<file path="config.mk">
export PLATFORM = sky130hd
export DESIGN_NAME = seg7_scan_display
export DESIGN_NICKNAME = d
export VERILOG_FILES = /design/src/rtl/seg7_scan_display.sv
export SDC_FILE = /design/constraint.sdc
export NUM_CORES = 1
export LEC_CHECK = 0
export ABC_AREA = 1
export CAP_MARGIN = 20
export CORE_MARGIN = 2
export CORE_UTILIZATION = 54
export DETAILED_ROUTE_END_ITERATION = 10
export GPL_TIMING_DRIVEN = 0
export PLACE_DENSITY = 0.86
export SKIP_LAST_GASP = 1
export SYNTH_ARGS = -nofsm -noshare
export SYNTH_HDL_FRONTEND = slang
export SYNTH_SLANG_ARGS = --single-unit
</file>
<file path="constraint.sdc">
create_clock -name Clk -period 2.6 [get_ports Clk]
set_input_delay 0.26 -clock Clk [delete_from_list [all_inputs] [get_ports Clk]]
set_output_delay 0.26 -clock Clk [all_outputs]
set_load 0.01 [all_outputs]
</file>
<file path="src/rtl/seg7_scan_display.sv">
// ============================================================================
// Module   : seg7_scan_display
// Brief    : Six-digit common-anode 7-segment scanner for an HH:MM:SS clock
//            with per-frame shadowing, field blink, alarm flash and colon dp.
//            Optional macro COLON_BLINK_EN flashes the colon at the blink rate.
// Revision : 1.0
// ============================================================================
`default_nettype none

module seg7_scan_display #(
  parameter int SCAN_DIV     = 1000,
  parameter int BLINK_FRAMES = 64
) (
  input  logic       Clk,
  input  logic       RST,
  input  logic [7:0] Hours,
  input  logic [7:0] Minutes,
  input  logic [7:0] Seconds,
  input  logic [1:0] SET,
  input  logic       ALERT,
  output logic [7:0] Seg,
  output logic [5:0] An
);

  localparam int DIV_W = (SCAN_DIV > 2) ? $clog2(SCAN_DIV) : 1;
  localparam int FRM_W = (BLINK_FRAMES > 1) ? $clog2(BLINK_FRAMES) : 1;
  localparam logic [DIV_W-1:0] C_DIV_LAST = DIV_W'(SCAN_DIV - 1);
  localparam logic [FRM_W-1:0] C_FRM_LAST = FRM_W'(BLINK_FRAMES - 1);
  localparam logic [2:0]       C_DIG_LAST = 3'd5;

  logic [DIV_W-1:0] div_q, div_d;
  logic [2:0]       dig_q, dig_d;
  logic [FRM_W-1:0] frm_q, frm_d;
  logic             blink_q, blink_d;
  logic [7:0]       hrs_q, hrs_d, min_q, min_d, sec_q, sec_d;
  logic             first_q;
  logic [7:0]       seg_q, seg_d;
  logic [5:0]       an_q, an_d;

  logic             w_slot_wrap, w_frame_wrap, w_dp_on, w_field_hit;
  logic [3:0]       w_nib;

  function automatic logic [7:0] seg_decode(input logic [3:0] nib);
    logic [7:0] pat;
    case (nib)
      4'd0:    pat = 8'hC0;
      4'd1:    pat = 8'hF9;
      4'd2:    pat = 8'hA4;
      4'd3:    pat = 8'hB0;
      4'd4:    pat = 8'h99;
      4'd5:    pat = 8'h92;
      4'd6:    pat = 8'h82;
      4'd7:    pat = 8'hF8;
      4'd8:    pat = 8'h80;
      4'd9:    pat = 8'h90;
      default: pat = 8'hBF;
    endcase
    return pat;
  endfunction

  always_comb begin
    w_slot_wrap  = (div_q == C_DIV_LAST);
    w_frame_wrap = w_slot_wrap && (dig_q == C_DIG_LAST);

    div_d   = w_slot_wrap ? '0 : div_q + 1'b1;
    dig_d   = dig_q;
    frm_d   = frm_q;
    blink_d = blink_q;
    if (w_slot_wrap) begin
      dig_d = (dig_q == C_DIG_LAST) ? 3'd0 : dig_q + 3'd1;
    end
    if (w_frame_wrap) begin
      if (frm_q == C_FRM_LAST) begin
        frm_d   = '0;
        blink_d = ~blink_q;
      end else begin
        frm_d = frm_q + 1'b1;
      end
    end

    // One snapshot per frame keeps all six digits coherent.
    hrs_d = hrs_q;
    min_d = min_q;
    sec_d = sec_q;
    if (w_frame_wrap || first_q) begin
      hrs_d = Hours;
      min_d = Minutes;
      sec_d = Seconds;
    end

    w_dp_on     = 1'b0;
    w_field_hit = 1'b0;
    case (dig_q)
      3'd0:    begin w_nib = sec_q[3:0]; w_field_hit = (SET == 2'b11); end
      3'd1:    begin w_nib = sec_q[7:4]; w_field_hit = (SET == 2'b11); end
      3'd2:    begin w_nib = min_q[3:0]; w_field_hit = (SET == 2'b10); w_dp_on = 1'b1; end
      3'd3:    begin w_nib = min_q[7:4]; w_field_hit = (SET == 2'b10); end
      3'd4:    begin w_nib = hrs_q[3:0]; w_field_hit = (SET == 2'b01); w_dp_on = 1'b1; end
      default: begin w_nib = hrs_q[7:4]; w_field_hit = (SET == 2'b01); end
    endcase
`ifdef COLON_BLINK_EN
    w_dp_on = w_dp_on && !blink_q;
`endif

    seg_d = seg_decode(w_nib);
    if (w_dp_on) begin
      seg_d[7] = 1'b0;
    end
    if (blink_q && (ALERT || w_field_hit)) begin
      seg_d = 8'hFF;
    end

    // Slot 0 of every digit is a dark gap so the previous digit cannot ghost.
    if (div_q == '0) begin
      an_d  = 6'h3F;
      seg_d = 8'hFF;
    end else begin
      an_d = ~(6'b00_0001 << dig_q);
    end
  end

  always_ff @(posedge Clk or negedge RST) begin
    if (!RST) begin
      div_q   <= '0;
      dig_q   <= 3'd0;
      frm_q   <= '0;
      blink_q <= 1'b0;
      hrs_q   <= 8'h00;
      min_q   <= 8'h00;
      sec_q   <= 8'h00;
      first_q <= 1'b1;
      seg_q   <= 8'hFF;
      an_q    <= 6'h3F;
    end else begin
      div_q   <= div_d;
      dig_q   <= dig_d;
      frm_q   <= frm_d;
      blink_q <= blink_d;
      hrs_q   <= hrs_d;
      min_q   <= min_d;
      sec_q   <= sec_d;
      first_q <= 1'b0;
      seg_q   <= seg_d;
      an_q    <= an_d;
    end
  end

  assign Seg = seg_q;
  assign An  = an_q;

endmodule

`default_nettype wire

</file>
==> impl_results.md <==
- Metal3 WL: roughly 290 um
- Cells along the critical path: buf_6 -> inv_4 -> buf_6 -> ha_1 -> nor2_4 -> nand2_2 -> nand2_1 -> inv_1 -> nand2_1 -> nand2_2 -> inv_1 -> ha_1 -> or2_0 -> nand2_1
- DIE WIDTH: between 70 and 80 um
- Required time of the critical path: 2.89 ns
- Gate power share: 0.119
- Top FF cell, synth: dfrtp_1
- Ys async rst share: 1.000
- Syn Nets: 388
- Crit Path Max Fanout: 10
- Drt total wl: 6.012 mm
- Synth warn: 0
- First-pass GRT wire length: 10.10 mm
- Max-cap violations: 0
- CTS tree: built
- Post-DP HPWL: 4.437 mm
- Total GRT Usage: 0.2148
- R2r setup slk: 0.31 ns
- Antenna violations before repair: 0
- CTS clk-pin slew, worst paths: ~0.070 ns
- Seq pwr share: 0.517
- H-tree depth: 3
- Later-pin clock latency in the skew report: 0.34 ns
- Peak VDD IR: 0.3245 mV
- TNS Setup: 0 ns
- Row cnt: 27
- Finished Cell Area: roughly 0.0037 mm2
- Vias in the first global route: 2,352
- Reg2reg path depth: 14
- Most frequent CP cell: nand2_1
- Synth Area per Inst: 8.481 um2
- Pwr per Cell Area: 529.0 mW/mm2
- RSZ-0062 raised after global routing: no
- IO buf count: 42
- Core area: 0.005405 mm2
- Register area share after synthesis: 0.5008
- Clock Sinks: 59
- Initial core utilization: 0.5523
- Final hold vios: 0
- Final ANT Viol Nets: 0
- Wirelength per Cell: between 10 and 15 um
- Via Count: between 2,000 and 2,500
- Vias per cell: 5.135
- Die area: 0.006140 mm2
- Synthesized flop and latch total: 59
- Final setup fails: 0
- WL met1: 2.729 mm
- Post-Place Cells: 467
- Worst Setup End Kind: flop
- Initial DRC count: 228
- Synth top area share: 0.3688
- Top Metal Used: met4
- Psw: 487.4 uW
- Hold WS: 0.4124 ns
- Net Sw Frac: 0.2503
- Synth area leaders: dfrtp_1 (37%), nand2_1 (14%), dfstp_2 (13%), nand3_1 (7.9%), inv_1 (3.4%)
- Critical path startpoint category: flop
- Number of synthesized flops with an enable pin: 0
- Tcrit/Tclk final: 0.8792
- Max Freq: 0.4375 GHz
- Final-stage net count: roughly 440
- Clock Power Share: 0.364
- Post-synth top cells: nand2_1 (115), nand3_1 (47), dfrtp_1 (44)
- Max-slew violations: 0
- Internal: 1.460 mW
- Layout Utilization: 0.6810
- Pleak: around 1.8 nW
- Worst Hold Class: in2async
- Mapped Cells: 352
- Most frequent cell after synthesis: nand2_1
- Metal2 WL: around 2.9 mm
- Slowest cell delay on critical path: 0.37 ns
- # IOs: 43
- Placed Area: between 0.003 and 0.004 mm2
- Share of cells above drive strength 1: 0.1460
- Worst Path Arrival: between 2 and 3 ns
- Post-Syn Area: 0.002985 mm2
- Die Y: roughly 78 um
- TritonCTS buffer count: 9
- N_diodes: 0
- Crit path kind: reg2reg
- Worst R2R End: Seg[1]$_DFF_PN1_
- Total grt overflow: 0
- CTS resizes: 0
- Count of cell types in the netlist: 39
- Area grow syn2layout: 23.30%
- Drt pass-1 iters: 4
- Hold buffer count at CTS: 1
- DRC: 0
- RR Startpoint: dig_q[2]$_DFFE_PN0N_
- Setup Buffers After CTS: 0
- Area leader, netlist: dfrtp_1
- Buffer depth of the longest clock path: 2
- Largest net degree at the start of global routing: 40
- Slowest cell on crit path: dfrtp_1
- Finished Layout Cells: 483
- Worst clock skew: 0.008560 ns
- Minimum clock period: around 2.3 ns
- CTS Root Buffer Type: clkbuf_8
- Outcome: finished clean
- Routability Congestion: between 0.9 and 1
-- worst max-delay path: cells and delay by family (launching register included) --
kind                       cells  cell delay, ns
DFF                            1            0.37
and+or+nand+nor                7            0.70
buffers and inverters          5            0.49
adders and majority gates      2            0.67
-- power by group through the flow --
| stage | logic (mW) | registers, mW | clock network (mW) |
|---|---|---|---|
| 3_5_place_dp | 0.230 | 1.02 | 0 |
| 5_1_grt | 0.260 | 1.01 | 0.760 |
| 4_1_cts | 0.234 | 1.01 | 0.709 |
| 2_1_floorplan | 0.104 | 1.03 | 0 |
| 3_3_place_gp | 0.221 | 1.02 | 0 |
| 6_report | 0.232 | 1.01 | 0.708 |
-- cells in the final DEF (no fill, tap or decap), types with 3 or more instances in the layout --
cell type        synthesis  routed
nand2_1                115     115
clkbuf_1                 1       3
nand3_1                 47      47
nor2_1                  23      23
nand2_2                  4       4
xor2_1                   6       6
inv_2                    3       3
nor2_2                   3       3
dfrtp_1                 44      44
dfstp_2                 15      15
a21oi_1                  6       6
o21ai_0                  7       7
nand4_1                  6       6
nand2_4                  3       3
buf_6                    4       4
ha_1                     7       7
nor3_1                   3       3
clkdlybuf4s50_1          0      41
clkbuf_8                 0      10
inv_1                   27      27
clkinv_2                 0       3
-- routing by layer --
layer  vias up  track usage
li1       1241            -
met5         -            0
met4         0      0.09825
met3        19      0.06322
met1      1151       0.2655
met2        69       0.3491
-- logic make-up after synthesis --
kind of cell	after synthesis	synth area share
xor gates and xnor gates	8	0.02347
DFF	59	0.5008
AOI/OAI and AO/OA	19	0.04107
other	1	0.001256
muxes	1	0.003772
adders and majority gates	7	0.02934
and+or+nand+nor	217	0.3386
buffers and inverters	40	0.06161
-- layout make-up --
| type | count | area (um2) |
|---|---|---|
| buffer | 8 | 61.31 |
| clock buffer | 12 | 145.1 |
| clock inverter | 3 | 15.01 |
| fill | 430 | 1724 |
| inverter | 32 | 122.6 |
| multi-input combinational | 253 | 1306 |
| sequential | 59 | 1495 |
| tap | 72 | 90.09 |
| timing repair buffer | 44 | 445.4 |
-- per-stage QoR --
step / worst slack [ns] / total power [mW]
final: 0.3141 / 1.947
after global routing: 0.08748 / 2.032
after CTS: 0.3249 / 1.950
after detailed placement: 0.3424 / 1.254
after global placement: -0.4087 / 1.242
after floorplan: 0.5752 / 1.130
-- worst max path at each step --
stage | startpoint | slack [ns] | end | cells past startpoint
finish | dig_q[2]$_DFFE_PN0N_ | 0.31 | Seg[1]$_DFF_PN1_ | 14
global route | dig_q[1]$_DFFE_PN0N_ | 0.09 | Seg[5]$_DFF_PN1_ | 17
CTS | dig_q[2]$_DFFE_PN0N_ | 0.32 | Seg[1]$_DFF_PN1_ | 14
detailed placement | dig_q[2]$_DFFE_PN0N_ | 0.34 | Seg[1]$_DFF_PN1_ | 14
global placement | RST | -0.41 | hrs_q[7]$_DFFE_PN0P_ | 1
floorplan | dig_q[2]$_DFFE_PN0N_ | 0.58 | Seg[1]$_DFF_PN1_ | 13
-- sequential cells by signal (all words and copies together) (netlist names), 3 cells and up --
signal  flops
An          6
Seg         8
dig_q       3
div_q      10
frm_q       6
hrs_q       8
min_q       8
sec_q       8
Note: power is estimated with default switching activity, not from simulation.
